## config.mk

```make
export PLATFORM = sky130hd
export DESIGN_NAME = aq_gemac_tx_frame
export DESIGN_NICKNAME = d
export VERILOG_FILES = /design/src/rtl/aq_gemac_tx_frame.sv
export SDC_FILE = /design/constraint.sdc
export NUM_CORES = 1
export LEC_CHECK = 0
export ABC_AREA = 0
export CORE_ASPECT_RATIO = 0.75
export CORE_UTILIZATION = 35
export CTS_CLUSTER_SIZE = 10
export DETAILED_ROUTE_END_ITERATION = 8
export MAX_ROUTING_LAYER = met4
export PLACE_DENSITY_LB_ADDON = 0.05
export SYNTH_ARGS = -nofsm -noshare
export SYNTH_HDL_FRONTEND = slang
export SYNTH_SLANG_ARGS = --single-unit
```

## constraint.sdc

```tcl
create_clock -name CLK -period 3.05 [get_ports CLK]
set_input_delay 0.915 -clock CLK [delete_from_list [all_inputs] [get_ports CLK]]
set_output_delay 0.915 -clock CLK [all_outputs]
set_load 0.01 [all_outputs]
```

## src/rtl/aq_gemac_tx_frame.sv

```systemverilog
`default_nettype none
// +-----------------------------------------------------------------------+
// | aq_gemac_tx_frame : GMII TX framer - preamble/SFD, pad, FCS, IFG       |
// | Revision 1.0                                                          |
// +-----------------------------------------------------------------------+
module aq_gemac_tx_frame #(
    parameter int PREAMBLE_LEN = 7,
    parameter int MIN_FRAME    = 60,
    parameter int IFG_BYTES    = 12
) (
    input  logic        RST_N,
    input  logic        CLK,
    input  logic [7:0]  TX_DATA,
    input  logic        TX_VALID,
    input  logic        TX_LAST,
    output logic        TX_READY,
    output logic        CRC_INIT,
    output logic [7:0]  CRC_DATA,
    output logic        CRC_ENABLE,
    output logic        CRC_RD,
    input  logic [7:0]  CRC_OUT,
    input  logic        CRC_END,
    output logic [7:0]  GMII_TXD,
    output logic        GMII_TX_EN,
    output logic        GMII_TX_ER,
    output logic        TX_DONE,
    output logic        TX_UNDERRUN,
    output logic [15:0] FRAME_LEN
);

    localparam logic [15:0] PRE_LAST = 16'(PREAMBLE_LEN - 1);
    localparam logic [15:0] IFG_LAST = 16'(IFG_BYTES - 1);
    localparam logic [15:0] MIN_LEN  = 16'(MIN_FRAME);

    typedef enum logic [2:0] {
        IDLE = 3'd0,
        PRE  = 3'd1,
        SFD  = 3'd2,
        DATA = 3'd3,
        PAD  = 3'd4,
        FCS  = 3'd5,
        DROP = 3'd6,
        IFG  = 3'd7
    } state_t;

    state_t      state, state_nx;
    logic [15:0] gap_cnt, gap_nx;
    logic [15:0] byte_cnt, byte_nx, byte_inc;
    logic [7:0]  txd_nx;
    logic        en_nx, er_nx, done_nx, und_nx;

    // Byte count saturates rather than wrapping on oversize frames.
    assign byte_inc = (byte_cnt == 16'hFFFF) ? byte_cnt : byte_cnt + 16'd1;

    always_ff @(posedge CLK or negedge RST_N) begin
        if (!RST_N) begin
            state       <= IDLE;
            gap_cnt     <= '0;
            byte_cnt    <= '0;
            GMII_TXD    <= 8'h00;
            GMII_TX_EN  <= 1'b0;
            GMII_TX_ER  <= 1'b0;
            TX_DONE     <= 1'b0;
            TX_UNDERRUN <= 1'b0;
            FRAME_LEN   <= '0;
        end else begin
            state       <= state_nx;
            gap_cnt     <= gap_nx;
            byte_cnt    <= byte_nx;
            GMII_TXD    <= txd_nx;
            GMII_TX_EN  <= en_nx;
            GMII_TX_ER  <= er_nx;
            TX_DONE     <= done_nx;
            TX_UNDERRUN <= und_nx;
            if (done_nx) begin
                FRAME_LEN <= byte_inc;
            end
        end
    end

    always_comb begin
        state_nx   = state;
        gap_nx     = '0;
        byte_nx    = byte_cnt;
        txd_nx     = 8'h00;
        en_nx      = 1'b0;
        er_nx      = 1'b0;
        done_nx    = 1'b0;
        und_nx     = 1'b0;
        TX_READY   = 1'b0;
        CRC_INIT   = 1'b0;
        CRC_DATA   = 8'h00;
        CRC_ENABLE = 1'b0;
        CRC_RD     = 1'b0;
        case (state)
            IDLE: begin
                if (TX_VALID) begin
                    state_nx = PRE;
                end
            end
            PRE: begin
                txd_nx = 8'h55;
                en_nx  = 1'b1;
                if (gap_cnt == PRE_LAST) begin
                    state_nx = SFD;
                end else begin
                    gap_nx = gap_cnt + 16'd1;
                end
            end
            SFD: begin
                txd_nx   = 8'hD5;
                en_nx    = 1'b1;
                CRC_INIT = 1'b1;
                byte_nx  = '0;
                state_nx = DATA;
            end
            DATA: begin
                TX_READY   = TX_VALID;
                CRC_ENABLE = TX_VALID;
                CRC_DATA   = TX_DATA;
                en_nx      = 1'b1;
                if (TX_VALID) begin
                    txd_nx  = TX_DATA;
                    byte_nx = byte_inc;
                    if (TX_LAST) begin
                        state_nx = (byte_inc < MIN_LEN) ? PAD : FCS;
                    end
                end else begin
                    // FIFO ran dry: poison the frame on the wire and abandon it.
                    er_nx    = 1'b1;
                    und_nx   = 1'b1;
                    state_nx = DROP;
                end
            end
            PAD: begin
                en_nx      = 1'b1;
                CRC_ENABLE = 1'b1;
                byte_nx    = byte_inc;
                if (byte_inc == MIN_LEN) begin
                    state_nx = FCS;
                end
            end
            FCS: begin
                CRC_RD  = 1'b1;
                txd_nx  = CRC_OUT;
                en_nx   = 1'b1;
                byte_nx = byte_inc;
                if (CRC_END) begin
                    done_nx  = 1'b1;
                    state_nx = IFG;
                end
            end
            DROP: begin
                TX_READY = TX_VALID;
                if (TX_VALID && TX_LAST) begin
                    state_nx = IFG;
                end
            end
            IFG: begin
                if (gap_cnt == IFG_LAST) begin
                    state_nx = IDLE;
                end else begin
                    gap_nx = gap_cnt + 16'd1;
                end
            end
            default: state_nx = IDLE;
        endcase
    end

endmodule
`default_nettype wire

```

==> metrics.yaml <==
critical_path:
  critical_path_class: "input pin to primary output"
  r2r-start: "byte_cnt[0]$_DFFE_PN0P_"
  cp_data_required_time_ns: 2.13
  worstSetupEndpoint: "CRC_DATA[0]"
  crit_path_end_kind: "primary output"
  start_kind: "input pin"
  reg2regPathDepth: 7
  critPathLaunch: "TX_DATA[0]"
  arrival_ns: 2.05
  crit_path_max_fanout: 2
  timing.rr.end: "FRAME_LEN[5]$_DFFE_PN0P_"
  r2r_setup_slack_ns: 0.48
logic_synthesis:
  synth-seq-cells: 62
  synth_fa_ha_area_frac: 0.01124
  syn_inst: 368
  synth_top_flop_cell: "dfrtp_1"
  yosysUniqueCellTypes: 51
  synth_top_cell_area_share: 0.4644
  synth_area_um2: 3341
  muxShareOfSynthArea: 0.01199
  synth_top_family_by_area: "simple AND/OR/NAND/NOR gates"
  syn_avg_cell_area_um2: 9.078
  synthArstFlopShare: 1.000
  synth_top_area_cell: "dfrtp_1"
  synth-simple-area-share: 0.2622
  synth_nets: 392
  seq_area_frac_synth: 0.4644
  synth_compound_area_frac: 0.1517
  synth.area.top_cells: "dfrtp_1 46%, o21ai_0 5.8%, nand2_1 5.3%, xnor2_1 3.7%, nor2_1 3.0%"
  yosysWarningCount: 0
  synth_edf_count: 0
  synthXorXnorAreaFrac: 0.05768
run:
  cap_viol_max_count: 0
route:
  via_per_inst: 4.970
  dr.pass1.iters: 4
  antenna_left: 0
  wirelength_mm: 8.188
  dr.first_iter.drc_count: 130
  drc: 0
  wl_per_cell_um: 14.44
  num_vias: 2818
final_layout:
  nets: 458
  diodes: 0
  multi_input_area_um2: 1653
  seqCellArea_um2: 1551
  final_cells: 567
  final_common_cell: "dfrtp_1"
  drive_gt1_frac: 0.09567
  areaGrowthSynthToFinish_pct: 33.07
  final_cell_area_um2: 4446
  final.fill_count: 910
  layout_common_cells: "62 x dfrtp_1, 57 x clkdlybuf4s50_1, 47 x nand2_1, 39 x o21ai_0, 27 x nor2_1"
floorplan:
  die-height_um: 86.61
  die_w_um: 114.8
  coreArea_um2: 9159
  dieArea_um2: 9944
  num_io_pins: 61
  fp-row-count: 30
  start_util: 0.3648
timing:
  fin_hold_ws_ns: 0.4742
  worst_slack_ns: 0.08087
  fmaxAchievable_mhz: 336.8
  setup_viol: 0
  rsz0062_at_grt: "false"
  timing.slew.headroom: 0.5283
  skew_ns: 0.004980
  tightest_slew_ns: 0.7075
  slew_violations: 0
  layout_min_cycle_time_ns: 2.969
  hold_violations: 0
  period_share: 0.9735
  fin_tns_setup_ns: 0
clocking:
  htree_levels: 3
  cts_tree: "built"
  cts_root_buffer: "clkbuf_16"
  clock_sinks: 62
  cts.path.max_buffers: 2
  cts_made_buffers: 9
  path_clk_slew_ns: 0.05
  clk_latency_ns: 0.33
global_routing:
  overflow: 0
  antenna_found_initial: 0
  grt_pass1_vias: 2789
  grt_max_degree: 34
  gr-usage-all-layers: 0.1906
  grt_pass1_wl_mm: 14.01
status:
  status: "complete, no violations"
pwr:
  intPower_w: 0.002461
  power.density_nw_per_um2: 854.7
  cellLeakagePower_nw: 1.906
  clkPwrFrac: 0.270
  swShare: 0.3522
  seqPwrFrac: 0.320
  power.net_switching_w: 0.001338
  pwr-share-comb: 0.410
  vdd_drop_max_v: 0.0004228
placement:
  dpl.cell_count: 551
  port_buffers: 60
  pre_cts_ws_ns: -0.1205
  placed_cell_area_um2: 4145
  hpwl_mm: 5.831
  place_congestion: 0.8108
min_path:
  min_path_type: "flop to flop"
## Yosys cell counts (3+ instances only)
cell type,number
a22o_1,4
mux2i_1,4
dfrtp_1,62
and4_1,3
o21ai_0,39
nor4_1,7
nand2_1,47
and3_1,10
xnor2_1,14
nand3_1,17
nand4_1,7
xor2_1,8
or3_1,3
clkbuf_1,16
a221oi_1,4
nand2b_1,3
o31ai_1,4
a21o_1,7
nor2_1,27
ha_1,3
a21oi_1,13
inv_1,12
nor3_1,7
buf_2,4
and2_1,12
## worst min-delay path by stage
stage	from	to	slack [ns]	cells after the start
CTS	gap_cnt[0]$_DFF_PN0_	gap_cnt[0]$_DFF_PN0_	0.48	1
floorplan	gap_cnt[0]$_DFF_PN0_	gap_cnt[0]$_DFF_PN0_	0.45	1
detailed placement	FRAME_LEN[10]$_DFFE_PN0P_	FRAME_LEN[10]$_DFFE_PN0P_	0.47	2
finish	gap_cnt[0]$_DFF_PN0_	gap_cnt[0]$_DFF_PN0_	0.47	1
global route	gap_cnt[0]$_DFF_PN0_	gap_cnt[0]$_DFF_PN0_	0.51	1
global placement	FRAME_LEN[15]$_DFFE_PN0P_	FRAME_LEN[15]$_DFFE_PN0P_	0.46	2
## cell type report
cell class	count	area share
clock inverters	3	0.009569
inverters	12	0.01013
repair buffers	77	0.1649
multi-input cells	272	0.3718
flip-flops and latches	62	0.3490
clock buffers	13	0.05854
well taps	128	0.03603
## critical path: stages
cell and delay [ns]:
clkdlybuf4s50_1 0.48, and2_1 0.12, clkdlybuf4s50_1 0.53
## state kept, by name, indices dropped and copies added, names as in the netlist
signal,count
FRAME_LEN,16
GMII_TXD,8
GMII_TX_EN,1
TX_DONE,1
TX_UNDERRUN,1
byte_cnt,16
gap_cnt,16
state,3
## through the flow
| stage | utilization | total power, W |
|---|---|---|
| final | 0.4854 | 0.003799 |
| after global routing | 0.4854 | 0.004084 |
| after CTS | 0.4854 | 0.003857 |
| after detailed placement | 0.4526 | 0.002798 |
| after global placement | 0.4526 | 0.002788 |
| after floorplan | - | 0.002087 |
## timing repair
action | in CTS | in global routing
endpoints found under the hold margin | 0 | 0
endpoints found under the setup margin | 2 | 0
buffers inserted | 0 | 0
hold buffers | 0 | 0
resized for setup | 2 | 0
## layer usage
layer  vias up  wire length, um  global-route usage
li1       1433                -                   -
met3        10              333             0.05245
met2        46             3595              0.2826
met1      1329             4151              0.2526
met4         0              108             0.06021
met5         -                0                   -
## kinds of logic (layout without fill, tap and decap cells)
group	Yosys count	in the layout
xor gates and xnor gates	22	22
adders and majority gates	3	3
and+or+nand+nor	161	161
DFF	62	62
AOI/OAI and AO/OA	82	82
buffers and inverters	34	105
muxes	4	4
## power groups by stage
stage | Clock (W) | Combinational (W) | Sequential (W)
6_report | 0.00103 | 0.00156 | 0.00122
5_1_grt | 0.00110 | 0.00174 | 0.00125
4_1_cts | 0.00106 | 0.00158 | 0.00122
3_5_place_dp | 0 | 0.00157 | 0.00123
3_3_place_gp | 0 | 0.00156 | 0.00123
2_1_floorplan | 0 | 0.000864 | 0.00122
No activity file was read; power rests on OpenSTA's default activity.
